$ cat config.mk
export PLATFORM = sky130hd
export DESIGN_NAME = mem_port_arbiter
export DESIGN_NICKNAME = d
export VERILOG_FILES = /design/src/rtl/mem_port_arbiter_pkg.sv /design/src/rtl/mem_port_arbiter_perf_ctr.sv /design/src/rtl/mem_port_arbiter.sv
export SDC_FILE = /design/constraint.sdc
export NUM_CORES = 1
export LEC_CHECK = 0
export ABC_AREA = 1
export CAP_MARGIN = 25
export CORE_MARGIN = 5
export CORE_UTILIZATION = 36
export CTS_CLUSTER_SIZE = 24
export DETAILED_ROUTE_END_ITERATION = 16
export PLACE_DENSITY_LB_ADDON = 0.15
export SYNTH_ARGS = -nofsm -noshare
export SYNTH_HDL_FRONTEND = slang
export SYNTH_SLANG_ARGS = --single-unit
$ cat constraint.sdc
create_clock -name clk -period 2.54 [get_ports clk]
set_clock_uncertainty 0.15 [all_clocks]
set_input_delay 0.254 -clock clk [delete_from_list [all_inputs] [get_ports clk]]
set_output_delay 0.254 -clock clk [all_outputs]
set_load 0.01 [all_outputs]
$ cat src/rtl/mem_port_arbiter_pkg.sv
// Shared types and constants for the fetch/data memory port arbiter.
// The state encoding matches the codes that the surrounding pipeline debug logic expects.
package mem_port_arbiter_pkg;

    typedef enum logic [1:0] {
        ARB_IDLE   = 2'd0,
        ARB_BUSY_I = 2'd1,
        ARB_BUSY_D = 2'd2
    } arb_state_t;

    // Wait-cycle performance counters (only present with MEM_ARB_PERF_EN)
    localparam int PERF_W   = 32;
    localparam int NUM_PERF = 2;   // index 0 = fetch port, 1 = data port

    // Bits needed to hold the starvation counter value 0..max
    function automatic int starve_width(input int max);
        int w;
        w = $clog2(max + 1);
        return (w < 1) ? 1 : w;
    endfunction

endpackage

$ cat src/rtl/mem_port_arbiter_perf_ctr.sv
// Free-running 32-bit (by default) event counter: counts cycles with en=1,
// wraps naturally, cleared by asynchronous reset.
module mem_port_arbiter_perf_ctr #(
    parameter int W = 32
) (
    input  logic         clk,
    input  logic         rst,
    input  logic         en,
    output logic [W-1:0] count
);

    logic [W-1:0] count_reg;

    // Count enabled cycles; wraparound at 2^W is intended
    always_ff @(posedge clk or posedge rst) begin
        if (rst) begin
            count_reg <= '0;
        end else if (en) begin
            count_reg <= count_reg + W'(1);
        end
    end

    assign count = count_reg;

endmodule

$ cat src/rtl/mem_port_arbiter.sv
// Arbiter sharing one single-port memory between the IF fetch port and the
// M-stage data port. Data wins, except that a starvation counter forces a
// fetch grant after STARVE_MAX consecutive data grants with a fetch waiting.
// A fetch redirect (i_kill) lets the in-flight read finish but hides its result.
// Optional build macro: MEM_ARB_PERF_EN adds per-port stall-cycle counters.
module mem_port_arbiter
    import mem_port_arbiter_pkg::*;
#(
    parameter int AW         = 32,
    parameter int DW         = 32,
    parameter int STARVE_MAX = 4
) (
    input  logic            clk,
    input  logic            rst,
    // fetch port
    input  logic            i_req,
    input  logic [AW-1:0]   i_addr,
    input  logic            i_kill,
    output logic [DW-1:0]   i_rdata,
    output logic            i_ready,
    output logic            i_stall,
    // data port
    input  logic            d_req,
    input  logic            d_we,
    input  logic [AW-1:0]   d_addr,
    input  logic [DW-1:0]   d_wdata,
    input  logic [DW/8-1:0] d_wstrb,
    output logic [DW-1:0]   d_rdata,
    output logic            d_ready,
    output logic            d_stall,
    // memory side
    output logic            m_req,
    output logic            m_we,
    output logic [AW-1:0]   m_addr,
    output logic [DW-1:0]   m_wdata,
    output logic [DW/8-1:0] m_wstrb,
    input  logic [DW-1:0]   m_rdata,
    input  logic            m_ack
`ifdef MEM_ARB_PERF_EN
    ,
    output logic [31:0]     perf_i_wait,
    output logic [31:0]     perf_d_wait
`endif
);

    localparam int SW = starve_width(STARVE_MAX);
    localparam logic [SW-1:0] STARVE_LIM = SW'(STARVE_MAX);

    arb_state_t      state_reg, state_next;
    logic [SW-1:0]   starve_cnt_reg, starve_cnt_next;
    logic            kill_pend_reg, kill_pend_next;
    logic            m_req_reg, m_req_next;
    logic            m_we_reg, m_we_next;
    logic [AW-1:0]   m_addr_reg, m_addr_next;
    logic [DW-1:0]   m_wdata_reg, m_wdata_next;
    logic [DW/8-1:0] m_wstrb_reg, m_wstrb_next;
    logic            grant_d, grant_i;

    // State and command registers; reset drops m_req immediately
    always_ff @(posedge clk or posedge rst) begin
        if (rst) begin
            state_reg      <= ARB_IDLE;
            starve_cnt_reg <= '0;
            kill_pend_reg  <= 1'b0;
            m_req_reg      <= 1'b0;
            m_we_reg       <= 1'b0;
            m_addr_reg     <= '0;
            m_wdata_reg    <= '0;
            m_wstrb_reg    <= '0;
        end else begin
            state_reg      <= state_next;
            starve_cnt_reg <= starve_cnt_next;
            kill_pend_reg  <= kill_pend_next;
            m_req_reg      <= m_req_next;
            m_we_reg       <= m_we_next;
            m_addr_reg     <= m_addr_next;
            m_wdata_reg    <= m_wdata_next;
            m_wstrb_reg    <= m_wstrb_next;
        end
    end

    // Arbitration, starvation bookkeeping and command capture
    always_comb begin
        state_next      = state_reg;
        starve_cnt_next = starve_cnt_reg;
        kill_pend_next  = kill_pend_reg;
        m_req_next      = m_req_reg;
        m_we_next       = m_we_reg;
        m_addr_next     = m_addr_reg;
        m_wdata_next    = m_wdata_reg;
        m_wstrb_next    = m_wstrb_reg;
        grant_d         = 1'b0;
        grant_i         = 1'b0;

        case (state_reg)
            ARB_IDLE: begin
                if (d_req && (!i_req || (starve_cnt_reg < STARVE_LIM))) begin
                    grant_d = 1'b1;
                end else if (i_req && !i_kill && !kill_pend_reg) begin
                    grant_i = 1'b1;
                end

                if (grant_d) begin
                    state_next   = ARB_BUSY_D;
                    m_req_next   = 1'b1;
                    m_we_next    = d_we;
                    m_addr_next  = d_addr;
                    m_wdata_next = d_wdata;
                    // byte enables are meaningless for reads, so the memory sees none
                    m_wstrb_next = d_we ? d_wstrb : '0;
                    if (!i_req) begin
                        starve_cnt_next = '0;
                    end else if (starve_cnt_reg < STARVE_LIM) begin
                        starve_cnt_next = starve_cnt_reg + SW'(1);
                    end
                end else if (grant_i) begin
                    state_next      = ARB_BUSY_I;
                    m_req_next      = 1'b1;
                    m_we_next       = 1'b0;
                    m_addr_next     = i_addr;
                    m_wdata_next    = '0;
                    m_wstrb_next    = '0;
                    starve_cnt_next = '0;
                end else if (!i_req) begin
                    starve_cnt_next = '0;
                end
            end

            ARB_BUSY_I: begin
                if (m_ack) begin
                    state_next     = ARB_IDLE;
                    m_req_next     = 1'b0;
                    kill_pend_next = 1'b0;
                end else if (i_kill) begin
                    // the read cannot be withdrawn; remember to drop its data
                    kill_pend_next = 1'b1;
                end
            end

            ARB_BUSY_D: begin
                if (m_ack) begin
                    state_next = ARB_IDLE;
                    m_req_next = 1'b0;
                end
            end

            default: begin
                state_next = ARB_IDLE;
                m_req_next = 1'b0;
            end
        endcase
    end

    assign m_req   = m_req_reg;
    assign m_we    = m_we_reg;
    assign m_addr  = m_addr_reg;
    assign m_wdata = m_wdata_reg;
    assign m_wstrb = m_wstrb_reg;

    // Completion is combinational on the ack; a kill (pending or same-cycle) hides it
    assign i_ready = (state_reg == ARB_BUSY_I) && m_ack && !kill_pend_reg && !i_kill;
    assign d_ready = (state_reg == ARB_BUSY_D) && m_ack;
    assign i_rdata = m_rdata;
    assign d_rdata = m_rdata;
    assign i_stall = i_req && !i_ready;
    assign d_stall = d_req && !d_ready;

`ifdef MEM_ARB_PERF_EN
    logic [NUM_PERF-1:0] perf_en;
    logic [PERF_W-1:0]   perf_cnt [NUM_PERF];

    assign perf_en = {d_stall, i_stall};

    generate
        for (genvar gi = 0; gi < NUM_PERF; gi++) begin : g_perf
            mem_port_arbiter_perf_ctr #(
                .W(PERF_W)
            ) u_ctr (
                .clk   (clk),
                .rst   (rst),
                .en    (perf_en[gi]),
                .count (perf_cnt[gi])
            );
        end
    endgenerate

    assign perf_i_wait = perf_cnt[0];
    assign perf_d_wait = perf_cnt[1];
`endif

endmodule

==> out/metrics.yaml <==
clk_pin_slew_ps: 60
slew_violations: 0
mostFrequentLayoutCells: "nand2_1, clkdlybuf4s50_1, dfrtp_1"
vias: 3562
cp.arrival_ps: 1850
grt_pass1_vias: 3697
cts-buffers-inserted: 9
period_minus_slack_ps: 2250
yosys.area.top_type: "dfrtp_1"
start_util_pct: 37.0
n_fill_cell: 1057
path_buf_inv: 2
cts_tree: "yes"
synth_top_area_share_pct: 47.0
clock_latency_ps: 320
clock_sinks: 76
hold_viol_final: 0
ioPinCount: 277
synthesis.instances: 524
synthTopCellsByArea: "dfrtp_1, nand2_1, buf_4"
drt_iter0_drc: 182
total_power_uw: 6130
p_per_area_mw_per_mm2: 1060
coreArea_mm2: 0.0109
fin_nets: 776
holdWs_ps: 169
worstSetupPathType: "reg2out"
hold_path.class: "in2async"
setup_slack_ps: 288
setup_viol: 0
rsz0062_at_grt: "no"
switching_share_pct: 36.1
ctsHoldBuffers: 0
syn_avg_cell_area_um2: 7.72
cts_root_buf: "clkbuf_16"
combPwrFrac_pct: 47.7
synth_fp_nets: 667
rr_endpoint: "m_req"
cpLargestDelayFamily: "buffers and inverters"
worstSetupEndpointType: "output pin"
timing.rr.start: "state_reg[0]"
setup-tns-final_ps: 0
post-place-ws_ps: 411
rrSetupSlack_ps: 760
internal-power_uw: 3920
fmax_mhz: 444
post_drt_wl_per_cell_um: 14.4
ys_types: 16
p_sw_uw: 2210
leakage_uw: 0.00289
worstPathCellList: "inv_1, ha_1, nand2_1, nor2_1, clkdlybuf4s50_1"
slew_headroom_pct: 57.3
drive_gt1_share_pct: 4.87
die_w_um: 116
vdd_drop_max_mv: 0.467
track_usage_pct: 17.1
drc: 0
final_min_period_over_clock_period_pct: 88.7
h-tree-depth: 3
syn_area_mm2: 0.00405
status: "finished clean"
pwr-share-seq_pct: 33.7
area_delta_synth_final_pct: 42.5
postCtsSetupBuffers: 0
fin_util_pct: 52.7
grt_first_pass_wirelength_mm: 18.3
final_common_cell: "nand2_1"
antenna_left: 0
cts.repair.resized: 0
r2r_cells: 8
drv_cap: 0
die_area_mm2: 0.0135
ys_ff_latch: 76
dp_hpwl_mm: 8.14
max_stage_delay_ps: 590
clock_power_share_pct: 18.5
grt_start_max_net_pins: 42
crit_fanout: 3
port_buffers: 180
die_h_um: 116
crit_required_ps: 2140
viasPerCell: 4.58
yosysSeqAreaShare_pct: 47.0
gr-total-overflow: 0
drt-total-wl_mm: 11.2
globalplace.congestion: 0.762
tightestPinTransition_ps: 640
grt_antenna_before_repair: 0
crit_slowest_cell: "clkdlybuf4s50_1"
critPathLaunchType: "flop"
clock_path_buffers: 2
yosys_warnings: 0
rows: 38
dr.pass1.iters: 4
diodes: 0
==> Yosys cell counts (all sizes together) <==
master,number
o21ai,1
nand2,258
buf,83
nor2,6
clkbuf,10
nand3,72
dfrtp,76
inv,11
nand4,3
ha,4
==> stage by stage <==
stage | instances | cell area, um2
floorplan | 524 | 4050
global placement | 762 | 5490
detailed placement | 762 | 5490
CTS | 777 | 5760
global route | 777 | 5760
finish | 777 | 5760
==> power by group through the flow <==
stage,clock network (uW),registers [uW],logic [uW]
global route,1230,2150,3240
floorplan,0,2310,1250
finish,1140,2070,2920
CTS,1190,2070,2990
global placement,0,2070,2920
detailed placement,0,2070,2970
==> final cells by class <==
type                            count  area (um2)  area share, %
Timing Repair Buffer              191        1920           33.3
Inverter                           11        42.5          0.738
Clock inverter                      4        26.3          0.456
Tap cell                          140         175           3.04
Multi-Input combinational cell    344        1450           25.2
Clock buffer                       11         243           4.21
Sequential cell                    76        1900           33.0
==> cells by family (layout without fill, tap and decap cells) <==
logic type,Yosys count,count (layout),synth area share (%)
flops,76,76,47.0
buf+inv,104,217,17.1
compound gates,1,1,0.124
fa+ha+maj,4,4,1.24
simple gates,339,339,34.5
==> worst max path at each step <==
stage | to | start | cells after the start
3_3_place_gp | i_ready | i_kill | 5
3_5_place_dp | i_ready | i_kill | 5
5_1_grt | i_ready | state_reg[1] | 5
2_1_floorplan | kill_pend_reg | rst | 1
4_1_cts | i_ready | state_reg[1] | 5
6_report | i_ready | state_reg[1] | 5
==> routing by layer <==
layer / share of wire, % / global-route usage, % / up-vias
li1: - / - / 1777
met1: 40 / 21.0 / 1636
met2: 51 / 29.2 / 115
met3: 6.9 / 4.28 / 34
met4: 2.3 / 6.11 / 0
met5: 0 / 0 / -
No activity file was read; power rests on OpenSTA's default activity.
